--- src/rtl/div_pkg.sv ---
// Shared definitions for the divider front-end: op decode bits, FSM states
// and the RISC-V special-case result constants.
package div_pkg;

  localparam int XLEN_DEF       = 32;
  localparam int ITERATIONS_DEF = 32;
  localparam int CNT_W_DEF      = 6;

  // funct3 decode: bit 1 selects remainder, bit 0 selects unsigned; bit 2 is ignored
  localparam int F3_REM_BIT      = 1;
  localparam int F3_UNSIGNED_BIT = 0;

  typedef enum logic [1:0] {
    S_IDLE  = 2'd0,
    S_START = 2'd1,
    S_RUN   = 2'd2,
    S_DONE  = 2'd3
  } state_e;

  localparam logic [XLEN_DEF-1:0] ALL_ONES = 32'hFFFF_FFFF;
  localparam logic [XLEN_DEF-1:0] INT_MIN  = 32'h8000_0000;

endpackage

--- src/rtl/div_special_case.sv ---
// Detects divide-by-zero and signed overflow, and produces the architectural
// result for those cases so the core never has to be started for them.
module div_special_case
  import div_pkg::*;
#(
  parameter int XLEN = XLEN_DEF
) (
  input  logic [XLEN-1:0] rs1,
  input  logic [XLEN-1:0] rs2,
  input  logic [2:0]      funct3,
  output logic            is_special,
  output logic [XLEN-1:0] special_result
);

  logic is_rem;
  logic is_signed;
  logic div_zero;
  logic overflow;
  logic unused_f3;

  assign unused_f3 = funct3[2];
  assign is_rem    = funct3[F3_REM_BIT];
  assign is_signed = ~funct3[F3_UNSIGNED_BIT];

  // Classify the request and pick the fixed result; div-by-zero dominates overflow
  always_comb begin
    div_zero       = (rs2 == '0);
    overflow       = is_signed && (rs1 == INT_MIN) && (rs2 == ALL_ONES);
    is_special     = div_zero || overflow;
    special_result = '0;
    if (div_zero) begin
      special_result = is_rem ? rs1 : ALL_ONES;
    end else if (overflow) begin
      special_result = is_rem ? '0 : INT_MIN;
    end
  end

endmodule

--- src/rtl/div_sequencer.sv ---
// Front-end controller for the iterative restoring divider: accepts a request,
// resolves special cases locally, otherwise sequences the core and holds the
// selected quotient/remainder until downstream takes it.
module div_sequencer
  import div_pkg::*;
#(
  parameter int XLEN       = XLEN_DEF,
  parameter int ITERATIONS = ITERATIONS_DEF,
  parameter int CNT_W      = CNT_W_DEF
) (
  input  logic             clk,
  input  logic             rstlow,
  input  logic             flush,
  input  logic             valid_in,
  output logic             ready_in,
  input  logic [2:0]       funct3,
  input  logic [XLEN-1:0]  rs1,
  input  logic [XLEN-1:0]  rs2,
  output logic [XLEN-1:0]  core_a,
  output logic [XLEN-1:0]  core_b,
  output logic             core_sgn,
  output logic             core_start,
  output logic [CNT_W-1:0] core_count,
  input  logic             core_busy,
  input  logic [XLEN-1:0]  core_q,
  input  logic [XLEN-1:0]  core_r,
  output logic             valid_out,
  input  logic             ready_out,
  output logic [XLEN-1:0]  result
);

  localparam logic [CNT_W-1:0] CNT_MAX = CNT_W'(ITERATIONS);

  state_e            state_q, state_d;
  logic [XLEN-1:0]   a_q, a_d;
  logic [XLEN-1:0]   b_q, b_d;
  logic              sgn_q, sgn_d;
  logic              rem_q, rem_d;
  logic [CNT_W-1:0]  count_q, count_d;
  logic [XLEN-1:0]   result_q, result_d;

  logic              is_special;
  logic [XLEN-1:0]   special_result;
  logic              accept;
  logic              capture;

  div_special_case #(
    .XLEN (XLEN)
  ) u_special (
    .rs1            (rs1),
    .rs2            (rs2),
    .funct3         (funct3),
    .is_special     (is_special),
    .special_result (special_result)
  );

  assign ready_in   = (state_q == S_IDLE) && rstlow;
  assign core_start = (state_q == S_START);
  assign valid_out  = (state_q == S_DONE);
  assign core_count = count_q;
  assign core_a     = a_q;
  assign core_b     = b_q;
  assign core_sgn   = sgn_q;
  assign result     = result_q;

  // Next-state, operand latch, counter and result selection; flush overrides everything
  always_comb begin
    state_d  = state_q;
    a_d      = a_q;
    b_d      = b_q;
    sgn_d    = sgn_q;
    rem_d    = rem_q;
    count_d  = '0;
    result_d = result_q;
    // a flushed request is never taken, so operands stay put on flush
    accept   = valid_in && ready_in && !flush;
    capture  = (state_q == S_RUN) && (count_q == CNT_MAX) && !core_busy;

    unique case (state_q)
      S_IDLE: begin
        if (accept) begin
          a_d   = rs1;
          b_d   = rs2;
          sgn_d = ~funct3[F3_UNSIGNED_BIT];
          rem_d = funct3[F3_REM_BIT];
          if (is_special) begin
            result_d = special_result;
            state_d  = S_DONE;
          end else begin
            state_d  = S_START;
          end
        end
      end
      S_START: begin
        state_d = S_RUN;
      end
      S_RUN: begin
        if (capture) begin
          result_d = rem_q ? core_r : core_q;
          state_d  = S_DONE;
        end else if (count_q == CNT_MAX) begin
          count_d = count_q;
        end else begin
          count_d = count_q + CNT_W'(1);
        end
      end
      S_DONE: begin
        if (ready_out) begin
          state_d = S_IDLE;
        end
      end
      default: state_d = S_IDLE;
    endcase

    if (flush) begin
      state_d  = S_IDLE;
      count_d  = '0;
      result_d = result_q;
    end
  end

  // State, operand and result registers with asynchronous active-low reset
  always_ff @(posedge clk or negedge rstlow) begin
    if (!rstlow) begin
      state_q  <= S_IDLE;
      a_q      <= '0;
      b_q      <= '0;
      sgn_q    <= 1'b0;
      rem_q    <= 1'b0;
      count_q  <= '0;
      result_q <= '0;
    end else begin
      state_q  <= state_d;
      a_q      <= a_d;
      b_q      <= b_d;
      sgn_q    <= sgn_d;
      rem_q    <= rem_d;
      count_q  <= count_d;
      result_q <= result_d;
    end
  end

endmodule

--- config.mk ---
export PLATFORM = sky130hd
export DESIGN_NAME = div_sequencer
export DESIGN_NICKNAME = d
export VERILOG_FILES = /design/src/rtl/div_pkg.sv /design/src/rtl/div_special_case.sv /design/src/rtl/div_sequencer.sv
export SDC_FILE = /design/constraint.sdc
export NUM_CORES = 1
export LEC_CHECK = 0
export CORE_AREA = 10 10 138 115
export DETAILED_ROUTE_END_ITERATION = 8
export DIE_AREA = 0 0 148 125
export PLACE_DENSITY = 0.79
export SYNTH_ARGS = -nofsm -noshare
export SYNTH_HDL_FRONTEND = slang
export SYNTH_HIERARCHICAL = 1
export SYNTH_SLANG_ARGS = --single-unit
--- constraint.sdc ---
create_clock -name clk -period 2.9 [get_ports clk]
set_clock_uncertainty 0.05 [all_clocks]
set_input_delay 0.58 -clock clk [delete_from_list [all_inputs] [get_ports clk]]
set_output_delay 0.58 -clock clk [all_outputs]
set_load 0.05 [all_outputs]
---- Word-level counts from Yosys, hierarchy flattened ----
Index checks and enable logic that the tools add are counted.
cells by class
  add/subtract/negate cells ............... 1
  equal/unequal tests ..................... 13
  multiplexer cells ....................... 19
  bitwise logic cells ..................... 2
  reduce and logical (&&, ||, !) cells .... 16
operator list
  cell                  count
  $mux 32               8
  $eq 32x32->1 const B  2
  $pmux 32 s2           1
  $logic_not 32->1      1
  $mux 6                4
  $mux 2                5
  $pmux 2 s4            1
  $logic_and 1x1->1     7
  $add 6x1->6 const B   1
  $eq 6x6->1 const B    1
  $ne 2x2->1 const B    3
  $ne 3x3->1 const B    2
  $reduce_and 5->1      1
  $eq 2x2->1 const B    2
  $ne 4x4->1 const B    1
  $ne 3x2->1 const B    1
  $reduce_and 3->1      1
  $eq 2x1->1 const B    1
  $logic_not 1->1       2
  $logic_not 2->1       1
  $not 1->1             2
  $reduce_and 2->1      1
  $reduce_bool 2->1     1
  $logic_or 1x1->1      1
word-level totals
  register bits after elaboration ......... 106
  output and inout bits ................... 106
  word-level logic and storage cells ...... 58

---- Logic depth before layout (Yosys ltp) ----
Gate-level depths: netlist (run 1).
  depth after elaboration ................. 8
  depth in mapped cells ................... 12

---- Cells and area by module ----
Netlist (run 1), hierarchy kept.
modules (own cells, without submodules)
  module            instances  cells each  area each (um^2)
  div_sequencer     1          344         4784.6
  div_special_case  1          110         595.6

---- Worst setup path after synthesis (run 1) ----
No wires, ideal clock.
  path kind ............................... input to register
  from .................................... input port rs1[9]
  to ...................................... register result_q[11] (netlist: result[11])
  library setup time ...................... 0.126 ns
  arrival time ............................ 2.905 ns
  required time ........................... 2.724 ns
  slack ................................... -0.181 ns
  stages .................................. 10
  path through ............................ or4b_1 -> nor4_1 -> nand4_1 -> o21ai_1 -> nand3_1 -> and2_1 -> or4_4 -> buf_6 -> buf_8 -> a221o_1
between the ends
  elaborated cells on any way between the ends .. 11
RTL lines
  element                            line                    text
  start: declaration                 div_sequencer.sv:17     input logic [XLEN-1:0] rs1,
  $eq 32x32->1                       div_special_case.sv:28  overflow = is_signed && (rs1 == INT_MIN) && (rs2 == ALL_ONES);
  $logic_and 1x1->1 (2 in a row)     div_special_case.sv:28
  $logic_or 1x1->1                   div_special_case.sv:29  is_special = div_zero || overflow;
  net is_special                     div_sequencer.sv:42     logic is_special;
  $ne 2x2->1 (no source line)        -
  $reduce_and 5->1 (no source line)  -
  end signal: assignment             div_sequencer.sv:139    result_q <= result_d;
  end: declaration                   div_sequencer.sv:40     logic [XLEN-1:0] result_q, result_d;
The timed path passes the listed nets, and every way through them passes these cells. The select of a mux whose other input is x is not followed.
A chain may end at the register's enable or synchronous reset.

---- Worst setup path after layout (run 1) ----
  from .................................... input port rs1[6]
  to ...................................... register result_q[0] (netlist: result[0])
Same word-level chain as after synthesis.

==> impl_metrics.toml, run 1 <==
[run_status]
run_status = "complete, but fails checks"
failed_checks = "negative setup slack"

[cells_and_area]
final_cell_area_um2 = 8900
syn_to_final_growth_pct = 65.4
final_layout_size_suffix_gt1_share_pct = 31.5
final_common_cell = "clkdlybuf4s50_1"
mostFrequentLayoutCells = "clkdlybuf4s50_1 (193), dfrtp_1 (106), mux2_2 (98)"
fillers = 1011
nets = 903
diodes = 0
utilization_pct = 67.3

[critical_path]
end_kind = "register"
timing.reg2reg.setup_slack_ns = 0.51
worst_r2r_path_depth = 6
crit_path_end = "result[0]$_DFFE_PN0P_"
slowest_delay_ns = 0.61
path_class = "in2reg"
critical_path_arrival_ns = 3.22
crit_path_start = "rs1[6]"
critical_path.cell_chain = "buf_6 > or4b_4 > nor4_4 > nand4_1 > o21ai_4 > nand3_2 > and2_4 > or4_4 > a221o_1"
slowest_stage = "or4_4"
crit_path_max_fanout = 8
startpoint_type = "input pin"
crit_required_ns = 3.08
crit_cells = 9
critPathTopFamily = "simple AND/OR/NAND/NOR gates"
rr_startpoint = "core_count[0]$_DFFE_PN0P_"
crit_buf_inv = 1
r2r-end = "result[0]$_DFFE_PN0P_"

[sta]
clock.fmax_mhz = 329
hold_ws_ns = 0.0979
worst_pin_slew_ns = 0.761
slew_headroom_pct = 49.3
min_period_ns = 3.04
worst_slack_ns = -0.137
hold_viol = 0
drv_slew = 0
finalSetupViolations = 32
rsz0062_at_grt = "true"
period_share_pct = 105
tns_ns = -3.01

[synth]
synth_area_leaders = "dfrtp_1 (49%), mux2_2 (21%), a221o_1 (5.6%)"
synth_seq_cells = 106
syn_area_um2 = 5380
async_flop_share_pct = 100
postSynthAreaPerCell_um2 = 11.9
syn_inst = 454
syn_nets = 597
synth_top_area_cell = "dfrtp_1"
synth_cell_types = 45
yosysSeqAreaShare_pct = 49.3
synth.top_cell.area_share_pct = 49.3
synth-main-ff-cell = "dfrtp_1"
yosysWarningCount = 6
synth_edf_count = 0

[clock_tree]
clock_latency_ns = 0.35
cts.htree.levels = 3
clk_path_buf_depth = 2
root_buffer = "clkbuf_16"
cts.sinks = 106
clkTransAtPathRegs_ns = 0.07
cts_buffers = 9
tritoncts = "yes"

[routing]
ant_nets = 0
wl_per_cell_um = 21.1
dr.pass1.iters = 4
first_iter_violations = 244
vias_per_cell = 5.19
drc_errors = 0
routed_wl_um = 19900
via_count = 4906

[grt]
grt_first_pass_wirelength_um = 30800
antenna_found_initial = 0
grt_pass1_vias = 5466
grt_max_degree = 68
grt_overflow = 0
grt_usage_pct = 21.1

[power]
p_total_mw = 7.75
leakagePower_nw = 3.94
pwr_density_cell_nw_per_um2 = 871
p_comb_share_pct = 55.5
sw_frac_of_total_pct = 45.2
p_sw_mw = 3.50
cellInternalPower_mw = 4.25
clock_power_share_pct = 15.4
seqPwrFrac_pct = 29.1
vdd_drop_max_mv = 0.955

[die]
die_w_um = 148
rows = 38
core_area_um2 = 13200
dieHeight_um = 125
dieArea_um2 = 18500
start_util_pct = 40.7
ioPinCount = 243

[place]
hpwlAfterDp_um = 15500
io_buffer_count = 241
routabilityCongestion = 0.886
post_dp_cell_area_um2 = 8430

[flow_run]
maxCapViolations = 0

[min_path]
hp-class = "in2async"
## how the worst min path moves through the flow
stage,end,cells past startpoint,slack [ns]
final,result[19]$_DFFE_PN0P_,1,0.1
after global placement,core_sgn$_DFFE_PN0P_,2,0.41
after floorplan,core_a[0]$_DFFE_PN0P_,0,0.23
after detailed placement,result[18]$_DFFE_PN0P_,1,0.42
after global routing,result[9]$_DFFE_PN0P_,1,0.10
after CTS,result[19]$_DFFE_PN0P_,1,0.08
## timing repair
item / 4_1_cts / 5_1_grt
buffers inserted: 5 / 2
hold buffers: 0 / 0
cloned: 3 / 0
gates resized for setup: 97 / 13
endpoints found under the setup margin: 32 / 32
pin swaps: 31 / 22
## state kept, by name, summed over array words and instances, names as in the netlist
| name | cells |
|---|---|
| core_a | 32 |
| core_b | 32 |
| result | 32 |
| core_count | 6 |
| state_q | 2 |
| core_sgn | 1 |
| rem_q | 1 |
## synth_stat cells (all sizes together) (3+ instances only)
| library cell | instances |
|---|---|
| nand2 | 7 |
| mux2 | 98 |
| nor4 | 13 |
| clkbuf | 21 |
| nand4 | 9 |
| or4 | 4 |
| a21oi | 32 |
| nor2 | 9 |
| dfrtp | 106 |
| buf | 9 |
| ha | 6 |
| nand3 | 4 |
| or2 | 3 |
| a221o | 30 |
| nor3 | 3 |
| and2 | 32 |
| inv | 36 |
| nand4b | 3 |
## power by group through the flow
stage / combinational [mW] / sequential [mW] / clock [mW]
global placement: 4.18 / 2.22 / 0
floorplan: 1.03 / 3.85 / 0
global route: 4.48 / 2.31 / 1.28
CTS: 4.32 / 2.26 / 1.23
detailed placement: 4.25 / 2.27 / 0
finish: 4.30 / 2.25 / 1.19
## kinds of logic (layout without fill, tap and decap cells)
kind of cell	after synthesis	in the layout	share of synthesized area [%]
adders and majority gates	6	6	1.40
AOI/OAI and AO/OA	77	77	10.7
and+or+nand+nor	97	100	11.6
xor gates and xnor gates	4	4	0.651
buffers and inverters	66	374	5.81
DFF	106	106	49.3
muxes	98	98	20.5
## metal layers
| layer | up-vias | routed length [µm] | track usage, % |
|---|---|---|---|
| met5 | - | 0 | 0 |
| met4 | 0 | 462 | 6.64 |
| met3 | 29 | 1730 | 8.26 |
| met2 | 213 | 9750 | 35.2 |
| met1 | 2395 | 7980 | 24.3 |
| li1 | 2269 | - | - |
## layout make-up
cell class	count	area (µm²)	area share [%]
Timing Repair Buffer	322	2970	33.4
Sequential cell	106	2650	29.8
Multi-Input combinational cell	285	2630	29.5
Clock buffer	12	256	2.88
Tap cell	180	225	2.53
Inverter	36	135	1.52
Clock inverter	4	32.5	0.366
## per-stage QoR
stage / std cells / setup slack, ns
floorplan: 454 / -0.150
global placement: 919 / -0.860
detailed placement: 919 / -1.01
CTS: 943 / -0.103
global route: 945 / -0.229
finish: 945 / -0.137
Note: power is estimated with default switching activity, not from simulation.
==> run 2, diff against run 1 <==
GPL_TIMING_DRIVEN = 1   (was default)
==> results of run 2 <==
No change in the layout: final DEF, timing and power equal those of run 1.
